### config.mk
export PLATFORM = sky130hd
export DESIGN_NAME = logic_op_sequencer_flat
export DESIGN_NICKNAME = d
export VERILOG_FILES = /design/src/rtl/logic_unit_pkg.sv /design/src/rtl/logic_op_sequencer_if.sv /design/src/rtl/btn_debounce.sv /design/src/rtl/logic_op_sequencer.sv /design/src/flat_wrapper.sv
export SDC_FILE = /design/constraint.sdc
export NUM_CORES = 1
export LEC_CHECK = 0
export BUFFER_PORTS_ARGS = -buffer_cell sky130_fd_sc_hd__buf_4
export CORE_MARGIN = 3
export CORE_UTILIZATION = 39
export CTS_BUF_LIST = sky130_fd_sc_hd__clkbuf_2
export DETAILED_ROUTE_END_ITERATION = 10
export PLACE_DENSITY_LB_ADDON = 0.12
export SLEW_MARGIN = 20
export SYNTH_ARGS = -nofsm -noshare
export SYNTH_HDL_FRONTEND = slang
export SYNTH_HIERARCHICAL = 1
export SYNTH_SLANG_ARGS = --single-unit
export TNS_END_PERCENT = 50
### constraint.sdc
create_clock -name clk -period 3.4 [get_ports clk]
set_input_delay 1.02 -clock clk [delete_from_list [all_inputs] [get_ports clk]]
set_output_delay 1.02 -clock clk [all_outputs]
set_load 0.01 [all_outputs]
### src/rtl/logic_unit_pkg.sv
// Shared definitions for the two-input logic unit and its sequencer.
// Op encodings match the datapath's 4:1 mux select.
package logic_unit_pkg;

    typedef enum logic [1:0] {
        OP_AND  = 2'd0,
        OP_OR   = 2'd1,
        OP_XOR  = 2'd2,
        OP_NOTA = 2'd3
    } op_e;

    typedef enum logic [1:0] {
        IDLE   = 2'd0,
        SETTLE = 2'd1,
        SAMPLE = 2'd2,
        DONE   = 2'd3
    } seq_state_e;

    localparam int N_OPS = 4;

    // First op of a run: a sweep always begins at AND.
    function automatic logic [1:0] first_op(
        input logic       sweep,
        input logic [1:0] step
    );
        return sweep ? 2'(OP_AND) : step;
    endfunction

endpackage

### src/rtl/logic_op_sequencer_if.sv
// Board/datapath-facing signal bundle of the logic-op sequencer.
// master = sequencer side, slave = board and logic-unit side.
interface logic_op_sequencer_if;

    logic       btn;
    logic       sweep_mode;
    logic       op_in;
    logic [1:0] sel;
    logic [3:0] result;
    logic [1:0] last_op;
    logic       busy;
    logic       valid;

    modport master (
        input  btn,
        input  sweep_mode,
        input  op_in,
        output sel,
        output result,
        output last_op,
        output busy,
        output valid
    );

    modport slave (
        output btn,
        output sweep_mode,
        output op_in,
        input  sel,
        input  result,
        input  last_op,
        input  busy,
        input  valid
    );

endinterface

### src/rtl/btn_debounce.sv
// Push-button conditioner: 2-flop synchronizer, stability counter,
// and a registered one-cycle pulse on each accepted rising level.
module btn_debounce #(
    parameter int DEBOUNCE_CYCLES = 16
) (
    input  logic clk,
    input  logic rst,
    input  logic btn,
    output logic start
);

    localparam int CW = (DEBOUNCE_CYCLES > 2) ? $clog2(DEBOUNCE_CYCLES) : 1;
    localparam logic [CW-1:0] LAST = CW'(DEBOUNCE_CYCLES - 1);

    logic          sync1;
    logic          sync2;
    logic          level;
    logic          level_d;
    logic [CW-1:0] cnt;

    always_ff @(posedge clk or posedge rst) begin
        if (rst) begin
            sync1   <= 1'b0;
            sync2   <= 1'b0;
            level   <= 1'b0;
            level_d <= 1'b0;
            cnt     <= '0;
            start   <= 1'b0;
        end else begin
            sync1   <= btn;
            sync2   <= sync1;
            level_d <= level;
            start   <= level & ~level_d;
            // cnt counts agreeing cycles already seen; the Nth flips level
            if (sync2 == level) begin
                cnt <= '0;
            end else if (cnt == LAST) begin
                level <= sync2;
                cnt   <= '0;
            end else begin
                cnt <= cnt + 1'b1;
            end
        end
    end

endmodule

### src/rtl/logic_op_sequencer.sv
// Drives the logic unit's mux select and collects per-op results,
// one op per press (single-step) or all four per press (sweep).
module logic_op_sequencer
    import logic_unit_pkg::*;
#(
    parameter int DEBOUNCE_CYCLES = 16
) (
    input  logic                 clk,
    input  logic                 rst,
    logic_op_sequencer_if.master bus
);

    logic       start;
    seq_state_e state;
    logic       sweep_q;
    logic [1:0] step_idx;
    logic [1:0] sel_q;
    logic [3:0] result_q;
    logic [1:0] last_op_q;
    logic       busy_q;
    logic       valid_q;

    btn_debounce #(
        .DEBOUNCE_CYCLES(DEBOUNCE_CYCLES)
    ) u_btn (
        .clk  (clk),
        .rst  (rst),
        .btn  (bus.btn),
        .start(start)
    );

    always_ff @(posedge clk or posedge rst) begin
        if (rst) begin
            state     <= IDLE;
            sweep_q   <= 1'b0;
            step_idx  <= 2'd0;
            sel_q     <= 2'(OP_AND);
            result_q  <= 4'b0000;
            last_op_q <= 2'd0;
            busy_q    <= 1'b0;
            valid_q   <= 1'b0;
        end else begin
            unique case (state)
                IDLE: begin
                    if (start) begin
                        sweep_q <= bus.sweep_mode;
                        sel_q   <= first_op(bus.sweep_mode, step_idx);
                        busy_q  <= 1'b1;
                        state   <= SETTLE;
                    end
                end
                SETTLE: begin
                    state <= SAMPLE;
                end
                SAMPLE: begin
                    result_q[sel_q] <= bus.op_in;
                    last_op_q       <= sel_q;
                    if (sweep_q && sel_q != 2'(OP_NOTA)) begin
                        sel_q <= sel_q + 2'd1;
                        state <= SETTLE;
                    end else begin
                        valid_q <= 1'b1;
                        state   <= DONE;
                    end
                end
                DONE: begin
                    valid_q <= 1'b0;
                    busy_q  <= 1'b0;
                    // Sweeps leave the single-step position alone.
                    if (!sweep_q) begin
                        step_idx <= step_idx + 2'd1;
                    end
                    state <= IDLE;
                end
                default: begin
                    state <= IDLE;
                end
            endcase
        end
    end

    assign bus.sel     = sel_q;
    assign bus.result  = result_q;
    assign bus.last_op = last_op_q;
    assign bus.busy    = busy_q;
    assign bus.valid   = valid_q;

endmodule

### src/flat_wrapper.sv
// flat-port wrapper written by rule: the top's interface ports become plain ports
module logic_op_sequencer_flat import logic_unit_pkg::*;
#(
    parameter int DEBOUNCE_CYCLES = 16
)
  (clk, rst, bus_btn, bus_sweep_mode, bus_op_in, bus_sel, bus_result, bus_last_op, bus_busy, bus_valid);
  logic_op_sequencer_if bus_i ();
  input  logic clk;
  input  logic rst;
  input wire logic [$bits(bus_i.btn)-1:0] bus_btn;
  input wire logic [$bits(bus_i.sweep_mode)-1:0] bus_sweep_mode;
  input wire logic [$bits(bus_i.op_in)-1:0] bus_op_in;
  output wire logic [$bits(bus_i.sel)-1:0] bus_sel;
  output wire logic [$bits(bus_i.result)-1:0] bus_result;
  output wire logic [$bits(bus_i.last_op)-1:0] bus_last_op;
  output wire logic [$bits(bus_i.busy)-1:0] bus_busy;
  output wire logic [$bits(bus_i.valid)-1:0] bus_valid;
  assign bus_i.btn = bus_btn;
  assign bus_i.sweep_mode = bus_sweep_mode;
  assign bus_i.op_in = bus_op_in;
  assign bus_sel = bus_i.sel;
  assign bus_result = bus_i.result;
  assign bus_last_op = bus_i.last_op;
  assign bus_busy = bus_i.busy;
  assign bus_valid = bus_i.valid;
  logic_op_sequencer #(.DEBOUNCE_CYCLES(DEBOUNCE_CYCLES)) u_core (.clk(clk), .rst(rst), .bus(bus_i));
endmodule
After elaboration in Yosys (flattened, before gate mapping) --
Cells that the tools add are included.
Operators by class: shift operators 0, equal/unequal tests 9, multiply operators 0, div/mod/pow operators 0, bitwise operators 4, reduce and logical (&&, ||, !) cells 12, add/sub/neg operators 3, magnitude comparators 2, multiplexer cells 16
Operators with widths (count):
- 2-bit 2-to-1 mux | 5
- 2-bit AND reduction | 5
- 4-bit 2-to-1 mux | 2
- 2-bit case mux with 4 select lines | 1
- 2-bit != test (second input constant) | 3
- 2-bit nonzero test | 3
- 2-bit by 1-bit adder with 2-bit output (second input constant) | 2
- 4-bit by 1-bit adder with 4-bit output (second input constant) | 1
- 4-bit bitwise mux | 1
- 2-bit equality test (second input constant) | 2
- 4-bit equality test (second input constant) | 1
- 1-bit case mux with 2 select lines | 2
- 2-bit case mux with 2 select lines | 1
- 2-bit by 3-bit < comparator with 1-bit output (second input constant) | 1
- 1-bit 2-to-1 mux | 3
- 1-bit NOT | 3
- 3-bit AND reduction | 1
- 1-bit demux with 2-bit select | 1
- 2-bit by 1-bit equality test with 1-bit output (second input constant) | 1
- 2-bit by 1-bit greater-or-equal comparator with 1-bit output (second input constant) | 1
- 1-bit logical AND | 2
- 2-bit logical NOT | 1
- 2-bit by 1-bit != test with 1-bit output (second input constant) | 1
- 1-bit bitwise AND | 1
- 1-bit equality test | 1
Word-level totals: input bits 5, memory bits (read-only) 0, bits in latches 0, memories kept 0, word-level logic and storage cells 60, register bits after elaboration 24, RAM bits 0, output and inout bits 10

Logic depth before layout (Yosys ltp) --
depth in word-level cells 5, gate-level depth with buffers 5, depth with buffers taken out 4

Hierarchy --
Netlist, hierarchy kept.
By module, submodules not included:
- logic_op_sequencer | area an instance 768.2 µm², times used 1, cells each 60, seq. area each 375.4 µm²
- btn_debounce | area an instance 330.3 µm², times used 1, cells each 22, seq. area each 225.2 µm²

Worst setup path after synthesis --
OpenSTA, ideal clock, no wires.
path kind input to register, start point input port bus_sweep_mode, end point register u_core.sel_q[0] (netlist: u_core/bus.sel[0]), library setup time 0.104 ns, cell stages on the path 2, data arrival time 1.390 ns, path buffers 0, required time 3.296 ns, slack 1.906 ns, cells stage by stage nand2b_1 -> a221oi_1
On the way: cells in the longest elaborated chain, start to end 3
Ends and longest elaborated chain:
- start: declaration | RTL line flat_wrapper.sv:11 | input wire logic [$bits(bus_i.sweep_mode)-1:0] bus_sweep_mode;
- 2-bit 2-to-1 mux | RTL line logic_unit_pkg.sv:26 | return sweep ? 2'(OP_AND) : step;
- 2-bit 2-to-1 mux | RTL line logic_op_sequencer.sv:45 | if (start) begin
- 2-bit case mux with 2 select lines | RTL line logic_op_sequencer.sv:43 | unique case (state)
- end signal: assignment | RTL line logic_op_sequencer.sv:37 | sel_q <= 2'(OP_AND);
- end signal: assignment | RTL line logic_op_sequencer.sv:47 | sel_q <= first_op(bus.sweep_mode, step_idx);
- end signal: assignment | RTL line logic_op_sequencer.sv:59 | sel_q <= sel_q + 2'd1;
- end: declaration | RTL line logic_op_sequencer.sv:17 | logic [1:0] sel_q;
Every way passes these cells. The select of a mux whose other input is x is not followed. A chain may end at the register's enable or synchronous reset.

Worst setup path after layout --
start point register u_core.sel_q[0] (netlist: u_core/bus.sel[0]), end point output port bus_sel[0]
RTL lines:
- end: declaration | RTL line flat_wrapper.sv:13 | output wire logic [$bits(bus_i.sel)-1:0] bus_sel;
No word-level cell between the ends.

==> results.json <==
{
  "period_minus_slack_ns": 2.06,
  "worst_hold_path.endpoint": "u_core/u_btn/sync2",
  "num_rows": 18,
  "post_dp_cell_area_um2": 1220,
  "post_synth_instance_area_um2": 1100,
  "critical_path_arrival_ns": 1.04,
  "final_layout_size_suffix_gt1_share_pct": 36.1,
  "dp_hpwl_um": 1230,
  "synth_top_cell_by_area": "sky130_fd_sc_hd__dfrtp_1",
  "mappedNetlistNets": 92,
  "pd_cells_nw_per_um2": 583,
  "finalSetupViolations": 0,
  "dieWidth_um": 59.1,
  "insertedDiodeCount": 0,
  "finalHoldWorstSlack_ns": 0.389,
  "design_area_um2": 1230,
  "routed_via_density": 4.94,
  "routed-via-count": 628,
  "synthDominantCellAreaShare_pct": 54.7,
  "netlist_top_cells_area": "sky130_fd_sc_hd__dfrtp_1 55%, sky130_fd_sc_hd__mux2_4 6.8%, sky130_fd_sc_hd__ha_1 5.7%, sky130_fd_sc_hd__mux2_2 3.1%, sky130_fd_sc_hd__nand2_2 2.3%",
  "insertion_delay_ns": 0.34,
  "worstPathRequired_ns": 2.38,
  "achievable-frequency_mhz": 486,
  "grt_pass1_vias": 644,
  "tritoncts": "built",
  "gp_congestion": 0.669,
  "critical_path.endpoint_type": "output pin",
  "number_of_flip_flops_and_latches_in_the_synthesized_netlist": 24,
  "number_of_buffers_inserted_by_port_buffering": 14,
  "grt_start_max_net_pins": 16,
  "worst_slew_pin_slew_ns": 0.566,
  "critPathKind": "flop to output pin",
  "cts_resized": 0,
  "cap_violations": 0,
  "rr_endpoint": "u_core/bus.sel[0]",
  "floorplan.core_area_um2": 2570,
  "chipHeight_um": 59.1,
  "path_cells": "buf_4",
  "cpPeakStageDelay_ns": 0.53,
  "finalCritPeriodShare_pct": 60.5,
  "fin_ws_ns": 1.34,
  "post-cts-setup-buffer-count": 0,
  "synth.yosys.seq_area_share_pct": 54.7,
  "tns_ns": 0,
  "wire_per_inst_um": 13.1,
  "critPathMaxFanout": 8,
  "nFillCells": 251,
  "power.ir.vdd_worst_v": 0.000265,
  "clk_transition_reported_paths_ns": 0.22,
  "dieArea_um2": 3490,
  "critPathBufInv": 1,
  "synthDistinctLibCells": 27,
  "remaining_max_slew_budget_at_the_tightest_pin_pct": 62.2,
  "rsz0062_at_grt": "no",
  "worst_setup_path_start_kind": "flop",
  "post-route-drc-count": 0,
  "grt_remaining_overflow": 0,
  "initial_standard_cell_utilization_of_the_core_pct": 42.8,
  "fin_skew_ns": 0.0176,
  "detailedRoute.firstPassIterationCount": 4,
  "design.final.nets": 109,
  "max_clock_buf_depth": 2,
  "clkSinkCount": 24,
  "post_cts_hold_buffer_count": 0,
  "postRouteAntennaNets": 0,
  "grt_util_all_layers_pct": 11.2,
  "root_buffer": "sky130_fd_sc_hd__clkbuf_2",
  "status": "finished, final reports clean",
  "timing.critical_path.slowest_stage_cell": "sky130_fd_sc_hd__dfrtp_1",
  "rr_worst_depth": 4,
  "power.static_leakage_nw": 0.615,
  "regToRegStartpoint": "u_core/bus.sel[0]",
  "antenna_found_initial": 0,
  "timing.hold.worst.start": "u_core/u_btn/sync1",
  "min_path_cells": 0,
  "dpl_worst_slack_ns": 1.74,
  "grt_pass1_wl_um": 2950,
  "htreeDepth": 1,
  "post-layout-total-power_uw": 720,
  "yosysWarnings": 6,
  "drt-initial-drc-count": 9,
  "syn_area_per_cell_um2": 13.4,
  "post_syn_instances": 82,
  "cts_bufs_inserted": 3,
  "setup.reg_to_reg.worst_slack_ns": 1.93,
  "hold_path_class": "flop to flop",
  "wl_um": 1670,
  "num_io_pins": 15,
  "path_delay_family": "flip-flops",
  "area_growth_pct": 12.3,
  "timing.final.hold_violations": 0,
  "slew_violations": 0
}
cells by family (layout without fill, tap and decap cells):
family	Yosys count	after routing	share of synthesized area, %
buf+inv	8	23	4.10
simple gates	21	21	13.8
mux	9	9	10.8
compound gates	11	11	7.74
flops	24	24	54.7
fa+ha+maj	5	5	5.69
xor+xnor	4	4	3.19
cell type report:
| type | count | area, um2 | share of cell area [%] |
|---|---|---|---|
| flip-flops and latches | 24 | 601 | 48.7 |
| inverters | 6 | 22.5 | 1.83 |
| well taps | 30 | 37.5 | 3.04 |
| repair buffers | 14 | 105 | 8.52 |
| multi-input cells | 50 | 453 | 36.7 |
| clock buffers | 3 | 15.0 | 1.22 |
stage by stage:
step                std cells  utilization (%)
global placement          124             47.5
finish                    127             48.1
floorplan                  82                -
CTS                       127             48.1
detailed placement        124             47.5
global route              127             48.1
state kept, by name, indices dropped and copies added (netlist names):
register and flops:
u_core/bus.busy 1, u_core/bus.last_op 2, u_core/bus.result 4, u_core/bus.sel 2, u_core/bus.valid 1, u_core/state 2
u_core/step_idx 2, u_core/sweep_q 1, u_core/u_btn/cnt 4, u_core/u_btn/level 1, u_core/u_btn/level_d 1, u_core/u_btn/start 1
u_core/u_btn/sync1 1, u_core/u_btn/sync2 1
cell usage after synthesis:
| master | n |
|---|---|
| sky130_fd_sc_hd__a21o_1 | 2 |
| sky130_fd_sc_hd__a21oi_1 | 2 |
| sky130_fd_sc_hd__a221oi_1 | 1 |
| sky130_fd_sc_hd__a221oi_2 | 1 |
| sky130_fd_sc_hd__a311oi_1 | 1 |
| sky130_fd_sc_hd__a31oi_1 | 2 |
| sky130_fd_sc_hd__buf_6 | 2 |
| sky130_fd_sc_hd__dfrtp_1 | 24 |
| sky130_fd_sc_hd__ha_1 | 5 |
| sky130_fd_sc_hd__inv_1 | 6 |
| sky130_fd_sc_hd__mux2_2 | 3 |
| sky130_fd_sc_hd__mux2_4 | 5 |
| sky130_fd_sc_hd__mux2i_1 | 1 |
| sky130_fd_sc_hd__nand2_1 | 2 |
| sky130_fd_sc_hd__nand2_2 | 4 |
| sky130_fd_sc_hd__nand2b_1 | 4 |
| sky130_fd_sc_hd__nand3_2 | 1 |
| sky130_fd_sc_hd__nor2_1 | 3 |
| sky130_fd_sc_hd__nor2b_1 | 2 |
| sky130_fd_sc_hd__nor2b_4 | 1 |
| sky130_fd_sc_hd__nor3b_1 | 2 |
| sky130_fd_sc_hd__nor3b_2 | 1 |
| sky130_fd_sc_hd__nor3b_4 | 1 |
| sky130_fd_sc_hd__o21ai_0 | 1 |
| sky130_fd_sc_hd__o21ba_2 | 1 |
| sky130_fd_sc_hd__xnor2_1 | 2 |
| sky130_fd_sc_hd__xor2_1 | 2 |
cell usage in the layout, fill, tap and decap left out:
master / n
sky130_fd_sc_hd__ha_1: 5
sky130_fd_sc_hd__nor3b_1: 2
sky130_fd_sc_hd__clkbuf_2: 3
sky130_fd_sc_hd__nor3b_2: 1
sky130_fd_sc_hd__a221oi_1: 1
sky130_fd_sc_hd__xor2_1: 2
sky130_fd_sc_hd__nor2b_4: 1
sky130_fd_sc_hd__a21oi_1: 2
sky130_fd_sc_hd__a311oi_1: 1
sky130_fd_sc_hd__nor2_1: 3
sky130_fd_sc_hd__nand2b_1: 4
sky130_fd_sc_hd__a21o_1: 2
sky130_fd_sc_hd__o21ba_2: 1
sky130_fd_sc_hd__nand2_1: 2
sky130_fd_sc_hd__xnor2_1: 2
sky130_fd_sc_hd__o21ai_0: 1
sky130_fd_sc_hd__nand2_2: 4
sky130_fd_sc_hd__mux2_4: 5
sky130_fd_sc_hd__a31oi_1: 2
sky130_fd_sc_hd__mux2i_1: 1
sky130_fd_sc_hd__nor2b_1: 2
sky130_fd_sc_hd__mux2_2: 3
sky130_fd_sc_hd__buf_4: 14
sky130_fd_sc_hd__a221oi_2: 1
sky130_fd_sc_hd__nor3b_4: 1
sky130_fd_sc_hd__inv_1: 6
sky130_fd_sc_hd__nand3_2: 1
sky130_fd_sc_hd__dfrtp_1: 24
per-layer routing:
layer / part of all wire (%) / wire [um] / up-vias / track usage, %
met1: 46 / 760 / 308 / 14.3
met3: 4.7 / 79 / 0 / 4.58
li1: - / - / 308 / -
met5: 0 / 0 / - / 0
met4: 0 / 0 / 0 / 1.94
met2: 50 / 828 / 12 / 18.1
report_power, final:
group / internal (mW) / switching (mW) / total (mW)
Combinational: 0.121 / 0.0950 / 0.216
Clock: 0.0240 / 0.0814 / 0.105
Sequential: 0.338 / 0.0610 / 0.399
worst max path at each step:
stage                            startpoint                end  slack [ns]  cells after the start
after global placement       bus_sweep_mode  u_core/bus.sel[0]        1.75                      3
after CTS                 u_core/bus.sel[0]         bus_sel[0]        1.31                      1
after detailed placement     bus_sweep_mode  u_core/bus.sel[0]        1.74                      3
after floorplan              bus_sweep_mode  u_core/bus.sel[0]        1.91                      2
after global routing      u_core/bus.sel[0]         bus_sel[0]        1.25                      1
final                     u_core/bus.sel[0]         bus_sel[0]        1.34                      1
No activity file was read; power rests on OpenSTA's default activity.
